`src/rtl/mult_pkg.sv`:
```
`default_nettype none
// ============================================================================
//  Module      : mult_pkg
//  Description : Shared types and constants for the sequential multiplier
//                and its ripple-carry adder datapath.
//  Revision    : 1.0 - initial release
// ============================================================================
package mult_pkg;

    // Operand width, fixed to match the rca_8 adder
    localparam int OP_W       = 8;
    // Shift-and-add iterations per product
    localparam int ITER_COUNT = 8;

    // Controller states
    typedef enum logic [1:0] {
        IDLE = 2'd0,
        RUN  = 2'd1,
        DONE = 2'd2
    } state_t;

endpackage : mult_pkg
`default_nettype wire

```
`src/rtl/seq_mult_8_if.sv`:
```
`default_nettype none
// ============================================================================
//  Module      : seq_mult_8_if
//  Description : Operand/product valid-ready bus of seq_mult_8. The master
//                supplies operands and consumes products; the slave is the
//                multiplier.
//  Revision    : 1.0 - initial release
// ============================================================================
interface seq_mult_8_if;

    logic                         in_valid;
    logic                         in_ready;
    logic [mult_pkg::OP_W-1:0]    a;
    logic [mult_pkg::OP_W-1:0]    b;
    logic                         out_valid;
    logic                         out_ready;
    logic [2*mult_pkg::OP_W-1:0]  product;

    modport master (
        output in_valid, a, b, out_ready,
        input  in_ready, out_valid, product
    );

    modport slave (
        input  in_valid, a, b, out_ready,
        output in_ready, out_valid, product
    );

endinterface : seq_mult_8_if
`default_nettype wire

```
`src/rtl/rca_8.sv`:
```
`default_nettype none
// ============================================================================
//  Module      : rca_8
//  Description : 8-bit combinational ripple-carry adder.
//  Revision    : 1.0 - initial release
// ============================================================================
module rca_8
    import mult_pkg::*;
(
    input  wire logic [OP_W-1:0] a_i,
    input  wire logic [OP_W-1:0] b_i,
    input  wire logic            cin_i,
    output logic      [OP_W-1:0] sum_o,
    output logic                 cout_o
);

    logic [OP_W:0] w_carry;

    assign w_carry[0] = cin_i;

    // One full adder per bit, carry rippling upward
    generate
        for (genvar i = 0; i < OP_W; i++) begin : g_fa
            assign sum_o[i]     = a_i[i] ^ b_i[i] ^ w_carry[i];
            assign w_carry[i+1] = (a_i[i] & b_i[i]) | (w_carry[i] & (a_i[i] ^ b_i[i]));
        end
    endgenerate

    assign cout_o = w_carry[OP_W];

endmodule : rca_8
`default_nettype wire

```
`src/rtl/seq_mult_8.sv`:
```
`default_nettype none
// ============================================================================
//  Module      : seq_mult_8
//  Description : Sequential 8x8 unsigned shift-and-add multiplier. One
//                iteration per cycle through rca_8; 16-bit product held in
//                DONE until the consumer accepts it.
//  Revision    : 1.0 - initial release
// ============================================================================
module seq_mult_8
    import mult_pkg::*;
(
    input  wire logic   clk,
    input  wire logic   rst,
    seq_mult_8_if.slave bus
);

    localparam logic [1:0] S_IDLE   = IDLE;
    localparam logic [1:0] S_RUN    = RUN;
    localparam logic [1:0] S_DONE   = DONE;
    localparam logic [2:0] CNT_LAST = 3'(ITER_COUNT - 1);

    logic [1:0]      state_q, state_d;
    logic [2:0]      cnt_q,   cnt_d;
    logic [OP_W-1:0] mcand_q, mcand_d;
    logic [OP_W-1:0] hi_q,    hi_d;
    logic [OP_W-1:0] lo_q,    lo_d;

    logic [OP_W-1:0]   w_addend;
    logic [OP_W-1:0]   w_sum;
    logic              w_cout;
    logic [2*OP_W-1:0] w_shifted;

    // Add the multiplicand only when the current multiplier bit is set
    assign w_addend = lo_q[0] ? mcand_q : '0;

    rca_8 u_rca (
        .a_i    (hi_q),
        .b_i    (w_addend),
        .cin_i  (1'b0),
        .sum_o  (w_sum),
        .cout_o (w_cout)
    );

    // {cout,sum,lo} >> 1: carry lands in hi[7], sum[0] shifts into lo[7]
    assign w_shifted = {w_cout, w_sum, lo_q[OP_W-1:1]};

    // Next-state and datapath update decode
    always_comb begin
        state_d = state_q;
        cnt_d   = cnt_q;
        mcand_d = mcand_q;
        hi_d    = hi_q;
        lo_d    = lo_q;
        case (state_q)
            S_IDLE: begin
                if (bus.in_valid) begin
                    mcand_d = bus.a;
                    lo_d    = bus.b;
                    hi_d    = '0;
                    cnt_d   = '0;
                    state_d = S_RUN;
                end
            end
            S_RUN: begin
                {hi_d, lo_d} = w_shifted;
                cnt_d        = cnt_q + 3'd1;
                if (cnt_q == CNT_LAST) begin
                    state_d = S_DONE;
                end
            end
            S_DONE: begin
                if (bus.out_ready) begin
                    state_d = S_IDLE;
                end
            end
            default: begin
                state_d = S_IDLE;
            end
        endcase
    end

    // State and datapath registers, cleared asynchronously
    always_ff @(posedge clk or posedge rst) begin
        if (rst) begin
            state_q <= S_IDLE;
            cnt_q   <= '0;
            mcand_q <= '0;
            hi_q    <= '0;
            lo_q    <= '0;
        end else begin
            state_q <= state_d;
            cnt_q   <= cnt_d;
            mcand_q <= mcand_d;
            hi_q    <= hi_d;
            lo_q    <= lo_d;
        end
    end

    // Handshake flags come straight from the state register
    assign bus.in_ready  = (state_q == S_IDLE);
    assign bus.out_valid = (state_q == S_DONE);
    assign bus.product   = {hi_q, lo_q};

endmodule : seq_mult_8
`default_nettype wire

```
`src/flat_wrapper.sv`:
```
// flat-port wrapper written by rule: the top's interface ports become plain ports
module seq_mult_8_flat import mult_pkg::*;
  (clk, rst, bus_in_valid, bus_a, bus_b, bus_out_ready, bus_in_ready, bus_out_valid, bus_product);
  seq_mult_8_if bus_i ();
  input  wire logic clk;
  input  wire logic rst;
  input wire logic [$bits(bus_i.in_valid)-1:0] bus_in_valid;
  input wire logic [$bits(bus_i.a)-1:0] bus_a;
  input wire logic [$bits(bus_i.b)-1:0] bus_b;
  input wire logic [$bits(bus_i.out_ready)-1:0] bus_out_ready;
  output wire logic [$bits(bus_i.in_ready)-1:0] bus_in_ready;
  output wire logic [$bits(bus_i.out_valid)-1:0] bus_out_valid;
  output wire logic [$bits(bus_i.product)-1:0] bus_product;
  assign bus_i.in_valid = bus_in_valid;
  assign bus_i.a = bus_a;
  assign bus_i.b = bus_b;
  assign bus_i.out_ready = bus_out_ready;
  assign bus_in_ready = bus_i.in_ready;
  assign bus_out_valid = bus_i.out_valid;
  assign bus_product = bus_i.product;
  seq_mult_8 u_core (.clk(clk), .rst(rst), .bus(bus_i));
endmodule
```
`config.mk`:
```
export PLATFORM = sky130hd
export DESIGN_NAME = seq_mult_8_flat
export DESIGN_NICKNAME = d
export VERILOG_FILES = /design/src/rtl/mult_pkg.sv /design/src/rtl/seq_mult_8_if.sv /design/src/rtl/rca_8.sv /design/src/rtl/seq_mult_8.sv /design/src/flat_wrapper.sv
export SDC_FILE = /design/constraint.sdc
export NUM_CORES = 1
export LEC_CHECK = 0
export CAP_MARGIN = 20
export CELL_PAD_IN_SITES_DETAIL_PLACEMENT = 0
export CELL_PAD_IN_SITES_GLOBAL_PLACEMENT = 1
export CORE_MARGIN = 8
export CORE_UTILIZATION = 40
export DETAILED_ROUTE_END_ITERATION = 12
export GPL_TIMING_DRIVEN = 0
export PLACE_DENSITY_LB_ADDON = 0.1
export REMOVE_ABC_BUFFERS = 1
export SLEW_MARGIN = 15
export SYNTH_ARGS = -nofsm -noshare
export SYNTH_HDL_FRONTEND = slang
export SYNTH_SLANG_ARGS = --single-unit
```
`constraint.sdc`:
```
create_clock -name clk -period 6.1 [get_ports clk]
set_clock_uncertainty 0.2 [all_clocks]
set_input_delay 1.22 -clock clk [delete_from_list [all_inputs] [get_ports clk]]
set_output_delay 1.22 -clock clk [all_outputs]
set_load 0.02 [all_outputs]
```
# Word-level counts from Yosys, hierarchy flattened
# Cells that the tools add are included.
# totals
out_inout_bits,18
inputBits,20
ff_bits,29
# op_classes
n_bitwise,37
reduce_logical,5
mux,11
n_eq_ne,6
addsub,1
# ops
operator,count
$pmux W8 S2,2
$mux W8,3
$and A1 B1 Y1,15
$xor A1 B1 Y1,15
$or A1 B1 Y1,7
$mux W2,3
$pmux W2 S3,1
$pmux W3 S2,1
$ne A2 B2 Y1 const B,2
$reduce_and A2 Y1,2
$add A3 B1 Y3 const B,1
$eq A3 B3 Y1 const B,1
$mux W3,1
$reduce_and A3 Y1,1
$eq A2 B1 Y1 const B,1
$eq A2 B2 Y1 const B,1
$logic_not A2 Y1,1
$ne A2 B1 Y1 const B,1
$reduce_bool A2 Y1,1

# Depth between registers and ports, before layout
# Gate-level depths: netlist (run 1).
# logic_depth
ltp_word,17
ltp_mapped,14

# By module
# Synthesis (run 1) repeated with hierarchy kept, for this count alone.
# unflattened
hier_cells,123
area_unflattened_um2,1476.4
# modules_own_cells
mod,cells_per_inst,area_per_inst_um2,instances
seq_mult_8,105,1278.7,1
rca_8,18,197.7,1

# Worst setup path before layout (run 1)
# No wires, ideal clock.
# synth_timing
path_type,register to register
from,reg u_core.lo_q[0]
to,reg u_core.hi_q[6]
stages_incl_launch_ff,15
setup_time_ps,126
t_arrival_ps,3677
n_path_buf,1
synth_period_minus_slack_ps,4003
required_ps,5774
setup_slack_ps,2097
cell_sequence,dfrtp_1 > clkbuf_1 > and2_1 > ha_1 > inv_1 > fa_1 > fa_1 > fa_1 > fa_1 > fa_1 > inv_1 > fa_1 > inv_1 > fa_1 > o21ai_0
# synth_between
elab_chain_len,16
elab_cells_between_ends,29
cone_classes,mux (2); bitwise (27)
# synth_lines
element,line_no,source
start: declaration,seq_mult_8.sv:26,"logic [OP_W-1:0] lo_q, lo_d;"
start signal: assignment,seq_mult_8.sv:95,lo_q <= lo_d;
$mux W8 (*),seq_mult_8.sv:34,assign w_addend = lo_q[0] ? mcand_q : '0;
$and A1 B1 Y1 / $xor A1 B1 Y1 (equally long branches),rca_8.sv:25,assign w_carry[i+1] = (a_i[i] & b_i[i]) | (w_carry[i] & (a_i[i] ^ b_i[i]));
$and A1 B1 Y1,rca_8.sv:25,
$or A1 B1 Y1,rca_8.sv:25,
$and A1 B1 Y1,rca_8.sv:25,
$or A1 B1 Y1,rca_8.sv:25,
$and A1 B1 Y1,rca_8.sv:25,
$or A1 B1 Y1,rca_8.sv:25,
$and A1 B1 Y1,rca_8.sv:25,
$or A1 B1 Y1,rca_8.sv:25,
$and A1 B1 Y1,rca_8.sv:25,
$or A1 B1 Y1,rca_8.sv:25,
$and A1 B1 Y1,rca_8.sv:25,
$or A1 B1 Y1,rca_8.sv:25,
$xor A1 B1 Y1 (*),rca_8.sv:24,assign sum_o[i] = a_i[i] ^ b_i[i] ^ w_carry[i];
$pmux W8 S2 (*),seq_mult_8.sv:54,case (state_q)
end signal: assignment,seq_mult_8.sv:94,hi_q <= hi_d;
end: declaration,seq_mult_8.sv:25,"logic [OP_W-1:0] hi_q, hi_d;"
# Every way passes the cells marked *; elsewhere a longest branch is shown, timed or not.
# A chain may end at the register's enable or synchronous reset.

# Worst setup path after layout (run 1)
# Same ends and word-level chain as after synthesis.

==> results of run 1 <==
[cell type report]
cell class	count	area (µm²)	area share, %
timing repair buffer	38	397.9	21.09
tap	46	57.56	3.050
clock buffer	8	48.80	2.586
inverter	12	45.04	2.387
multi-input combinational	76	611.8	32.43
sequential	29	725.7	38.46
[where the power goes]
| part | total, mW | switching, mW | internal, mW |
|---|---|---|---|
| clock network | 0.111 | 0.0651 | 0.0459 |
| logic | 0.530 | 0.266 | 0.264 |
| registers | 0.366 | 0.0759 | 0.290 |
| total | 1.01 | 0.407 | 0.600 |
[per-layer routing]
layer | share of wire [%] | global-route usage [%]
met5 | 0 | 0
met4 | 2.0 | 6.397
met3 | 6.9 | 4.079
met2 | 50 | 20.61
met1 | 41 | 14.50
[registers in the layout, summed over array words and instances, names as in the netlist]
name,count
u_core.hi_q,8
u_core.lo_q,8
u_core.mcand_q,8
u_core.cnt_q,3
u_core.state_q,2
[kinds of logic (layout without fill, tap and decap cells)]
family | count (synthesis) | count (layout)
AOI/OAI and AO/OA | 35 | 35
adders and majority gates | 10 | 10
buffers and inverters | 17 | 58
DFF | 29 | 29
muxes | 8 | 8
and+or+nand+nor | 23 | 23
[synthesized netlist by cell type]
cell type  count
a2bb2oi_1      1
inv_1         11
o21bai_1       1
nand3b_1       1
buf_4          2
and2_1         2
clkinv_1       1
buf_2          1
or3b_2         1
a22o_1         2
nor2b_1        1
o22ai_1       17
o21ai_0        5
nor2_1         4
nand2_1       11
mux2_2         8
clkbuf_8       1
nor2_8         1
fa_1           7
dfrtp_1       29
or2b_1         1
nand2b_1       1
a21oi_1        7
o31ai_1        1
o221a_2        1
clkbuf_1       1
ha_1           3
[worst paths after layout]
check	depth (start not counted)	to	startpoint	slack (ns)
worst max-delay path	13	u_core.hi_q[6]$_DFFE_PP0P_	u_core.lo_q[0]$_DFFE_PP0P_	2.11
worst min-delay path	1	u_core.mcand_q[6]$_DFFE_PP0P_	u_core.mcand_q[6]$_DFFE_PP0P_	0.31
worst max register to register	13	u_core.hi_q[6]$_DFFE_PP0P_	u_core.lo_q[0]$_DFFE_PP0P_	2.11
worst min register to register	1	u_core.mcand_q[6]$_DFFE_PP0P_	u_core.mcand_q[6]$_DFFE_PP0P_	0.31
max in group asynchronous	3	u_core.mcand_q[5]$_DFFE_PP0P_	rst	4.12
min in group asynchronous	2	u_core.lo_q[4]$_DFFE_PP0P_	rst	1.08
[through the flow]
stage                     hold slack [ns]  instances  setup WS (ns)
final                              0.3114        209          2.113
after global routing               0.3335        209          1.939
after CTS                          0.3162        209          2.088
after detailed placement           0.2861        201          2.104
after global placement             0.2854        200          2.114
after floorplan                    0.2677        117          2.223
==> summary.txt, run 1 <==
Status - finished, final reports clean
Top cells by area, synth - dfrtp_1 (51%), fa_1 (9.9%), o22ai_1 (7.5%)
Gr ovfl total - 0
Register area share after synthesis - 51.10%
# DRC - 0
Slew HR - 51.15%
Tcrit/Tclk final - 65.36%
Worst Path Max Fanout - 11
RSZ-0062 raised after global routing - false
Vias per std cell - 4.885
CTS resizes - 0
Final slew viol count - 0
Placed standard-cell area - 1838 µm²
PD cells - 533.9 nW/µm²
Most common cell after layout, fill and taps aside - clkdlybuf4s50_1
CP arrival - 3.98 ns
Critical path launch point type - register
Share of layout cells above drive strength 1 - 10.43%
Hold Vio Cnt, Final - 0
Fmax - 250.8 MHz
Adder-Cell Fraction of Synth Area - 12.51%
Max stage delay cell, worst path - dfrtp_1
CTS root buf - clkbuf_4
Post-DP HPWL - 2411 µm
Fin crit period - 3.987 ns
Antenna violations before repair - 0
Vias in the first global route - 1161
Share of the synthesized area in the top cell type - 51.10%
Critical path class - register to register
Final instance area - 1887 µm²
Slew @ Worst Pin - 0.7300 ns
Final RePlAce weighted congestion - 0.7768
Die X - 75.59 µm
Largest net degree at the start of global routing - 17
Synth Area in Compound Gates - 15.42%
Total track usage - 12.63%
Final #Nets - 192
Worst vdd ir - 238.7 µV
CP most frequent cell - fa_1
Core Rows - 21
Delay-heaviest family, CP - adder cells
Hold_buf cts - 0
Post-route core utilization - 56.10%
Vias - 1021
Pre-Repair DR Iteration Count - 4
CP Buf/Inv Count - 3
Main combinational cell family by area after synthesis - compound AO/OA/AOI/OAI gates
Fillers - 328
DRT iter0 DRCs - 52
Io pins - 38
Initial core utilization - 42.22%
XOR/XNOR share of the synthesized area - 0%
Setup tns final - 0 ns
Mapped Area - 1420 µm²
Clk sinks - 29
Syn_area_per_cell - 11.64 µm²
Total power - 1.007 mW
Avg WL per Cell - 15.04 µm
HP Class - register to register
Flops & latches, synth - 29
DIE AREA - 5713 µm²
Worst-Skew Late Latency - 0.32 ns
Yosys warnings - 0
Critical path capture point type - register
Final setup vio count - 0
Post-synthesis simple-gate area fraction - 8.811%
TritonCTS Buffers - 5
Yosys top cell by area - dfrtp_1
Area growth, synth to finish - 32.86%
First-pass GRT wire length - 5368 µm
Die height - 75.59 µm
Critical Path RT - 6.09 ns
Max stage delay on crit path - 0.55 ns
H-Tree Depth - 2
Cells after Synth - 122
CTS tree - built
Synth unique cells - 27
ANT nets after route - 0
LEAKAGE - 0.7923 nW
Mux share of post-synthesis cell area - 6.344%
Max cap viols - 0
Core ar. - 3363 µm²
CTS Buffer Depth - 2
Routed WL - 3143 µm
# diodes - 0
Post-CTS Repair Setup Buffers - 0
CTS clk-pin slew, worst paths - 0.09 ns
Critical Path, Cell by Cell - and2_1 -> ha_1 -> inv_1 -> fa_1 -> fa_1 -> fa_1 -> fa_1 -> fa_1 -> inv_1 -> fa_1 -> inv_1 -> fa_1 -> o21ai_0
Most frequent cells in the layout - clkdlybuf4s50_1 (37), dfrtp_1 (29), o22ai_1 (17)
Port bufs - 37
No activity file was read; power rests on OpenSTA's default activity.
==> run 2, diff against run 1 <==
--- a/config.mk
+++ b/config.mk
@@ -9,7 +9,7 @@
 export CELL_PAD_IN_SITES_DETAIL_PLACEMENT = 0
 export CELL_PAD_IN_SITES_GLOBAL_PLACEMENT = 1
 export CORE_MARGIN = 8
-export CORE_UTILIZATION = 40
+export CORE_UTILIZATION = 37
 export DETAILED_ROUTE_END_ITERATION = 12
 export GPL_TIMING_DRIVEN = 0
 export PLACE_DENSITY_LB_ADDON = 0.1
==> constraint.sdc (replaced) <==
create_clock -name clk -period 3.7 [get_ports clk]
set_clock_uncertainty 0.2 [all_clocks]
set_input_delay 0.74 -clock clk [delete_from_list [all_inputs] [get_ports clk]]
set_output_delay 0.74 -clock clk [all_outputs]
set_load 0.02 [all_outputs]
==> summary.txt, run 2 (synthesized netlist as in run 1, its figures left out) <==
Status - finished, final reports clean
Reg2Reg Depth - 13 (unchanged)
Avg WL per Cell - 16.07 µm (+6.9%)
# diodes - 0 (unchanged)
DIE AREA - 6076 µm² (+6.4%)
Biggest regs - u_core.hi_q x8, u_core.lo_q x8, u_core.mcand_q x8
Final setup vio count - 0 (unchanged)
H-Tree Depth - 2 (unchanged)
CTS tree - built
Worst vdd ir - 351.1 µV (+47%)
Hold Vio Cnt, Final - 0 (unchanged)
Pre-Repair DR Iteration Count - 4 (unchanged)
Core Rows - 22 (+4.8%)
Routed WL - 3407 µm (+8.4%)
Vias - 1068 (+4.6%)
Hold path depth - 1 (unchanged)
Final slew viol count - 0 (unchanged)
Die X - 77.95 µm (+3.1%)
Vias per std cell - 5.038 (+3.1%)
RR Startpoint - u_core.lo_q[0]$_DFFE_PP0P_
Critical Path RT - 3.64 ns (-2.45 ns)
Slew @ Worst Pin - 0.5862 ns (-0.1438 ns)
Vias in the first global route - 1196 (+3.0%)
Slew HR - 60.78% (+9.6 points)
Total power - 1.786 mW (+77%)
PD cells - 913.4 nW/µm² (+71%)
WHS Endpoint - u_core.mcand_q[0]$_DFFE_PP0P_
Fillers - 344 (+4.9%)
Worst R2R Setup Slack - 0.15 ns (-1.96 ns)
Core ar. - 3689 µm² (+9.7%)
ANT nets after route - 0 (unchanged)
First-pass GRT wire length - 5685 µm (+5.9%)
Critical path launch point type - register
Storage cell area - 726.9 µm² (+0.17%)
Total track usage - 11.96% (-0.66 points)
Share of layout cells above drive strength 1 - 15.85% (+5.4 points)
Post-DP HPWL - 2492 µm (+3.4%)
Final Worst Setup Slack - 0.1503 ns (-1.963 ns)
Most common cell after layout, fill and taps aside - clkdlybuf4s50_1
Antenna violations before repair - 0 (unchanged)
CP arrival - 3.49 ns (-0.49 ns)
Io pins - 38 (unchanged)
Fmax - 281.7 MHz (+12%)
Initial core utilization - 38.50% (-3.7 points)
Critical path capture point type - register
Critical path class - register to register
CTS clk-pin slew, worst paths - 0.06 ns (-0.03 ns)
HP Class - register to register
Hold_buf cts - 0 (unchanged)
TritonCTS Buffers - 5 (unchanged)
DRT iter0 DRCs - 60 (+15%)
# DRC - 0 (unchanged)
Worst-Skew Late Latency - 0.28 ns (-0.04 ns)
Area growth, synth to finish - 37.71%
Final #Nets - 194 (+1.0%)
Gr ovfl total - 0 (unchanged)
DP Worst Slack - -0.3762 ns (-2.480 ns)
Worst Path Max Fanout - 2 (-9)
R2R Path End - u_core.hi_q[6]$_DFFE_PP0P_
Port bufs - 37 (unchanged)
Max cap viols - 0 (unchanged)
Hold wc startpoint - u_core.mcand_q[0]$_DFFE_PP0P_
Final RePlAce weighted congestion - 0.7566 (-2.6%)
Clk sinks - 29 (unchanged)
Tcrit/Tclk final - 95.94% (+31 points)
CTS root buf - clkbuf_8
LEAKAGE - 0.8172 nW (+3.1%)
Area of the multi-input gates - 624.3 µm² (+2.0%)
Largest net degree at the start of global routing - 19 (+2)
Fin crit period - 3.550 ns (-0.4374 ns)
CTS Buffer Depth - 2 (unchanged)
Most frequent cells in the layout - clkdlybuf4s50_1 (37), dfrtp_1 (28), o22ai_1 (17)
Die height - 77.95 µm (+3.1%)
-- run 2: worst max-delay path, stage by stage (launching register included) --
cell and delay, ns:
dfrtp_2 0.36, and2_1 0.13, ha_1 0.14, inv_1 0.05, fa_2 0.33, fa_2 0.35, fa_2 0.36, fa_2 0.35
fa_2 0.33, inv_1 0.08, fa_1 0.15, inv_1 0.05, fa_1 0.47, o21ai_0 0.08
-- run 2: area by class of cell --
type,instances,area share (%)
sequential,29,37.17
clock buffer,7,4.415
inverter,12,2.303
tap,48,3.071
multi-input combinational,76,31.93
timing repair buffer,40,21.11
-- run 2: worst max path at each step --
stage,start,end,slack [ns]
after floorplan,u_core.lo_q[0]$_DFFE_PP0P_,u_core.hi_q[6]$_DFFE_PP0P_,-0.18
after global placement,u_core.lo_q[0]$_DFFE_PP0P_,u_core.hi_q[6]$_DFFE_PP0P_,-0.33
after detailed placement,u_core.lo_q[0]$_DFFE_PP0P_,u_core.hi_q[6]$_DFFE_PP0P_,-0.38
after CTS,u_core.lo_q[0]$_DFFE_PP0P_,u_core.hi_q[6]$_DFFE_PP0P_,0.009
after global routing,u_core.lo_q[0]$_DFFE_PP0P_,u_core.hi_q[6]$_DFFE_PP0P_,-0.01
final,u_core.lo_q[0]$_DFFE_PP0P_,u_core.hi_q[6]$_DFFE_PP0P_,0.15
-- run 2: stage by stage --
step / area [µm²] / TNS [ns] / utilization, % / instances / hold WS (ns)
after floorplan: 1383 / -0.2638 / - / 117 / 0.2677
after global placement: 1813 / -0.7150 / 49.15 / 202 / 0.2836
after detailed placement: 1841 / -0.8478 / 49.90 / 203 / 0.2888
after CTS: 1948 / 0 / 52.82 / 212 / 0.3016
after global routing: 1956 / -0.01005 / 53.02 / 212 / 0.3308
final: 1956 / 0 / 53.02 / 212 / 0.2973
-- run 2: layer usage --
metal,vias up,GRT usage [%],part of all wire (%)
met5,-,0,0
met4,0,4.444,1.4
met3,7,5.760,8.1
met2,31,19.97,49
met1,522,12.87,42
li1,508,-,-
-- run 2: power by group --
part           leakage [nW]  internal (mW)  total, mW  switching [mW]
registers             0.341          0.481      0.594           0.113
clock network        0.0443          0.147      0.261           0.114
logic                 0.432          0.458      0.932           0.473
total                 0.817           1.09       1.79           0.700
-- run 2: timing repair --
| item | CTS | global route |
|---|---|---|
| pin swaps | 0 | 1 |
| setup buffers | 2 | 0 |
| hold endpoints to repair | 0 | 0 |
| setup endpoints to repair | 3 | 2 |
| resized for setup | 3 | 3 |
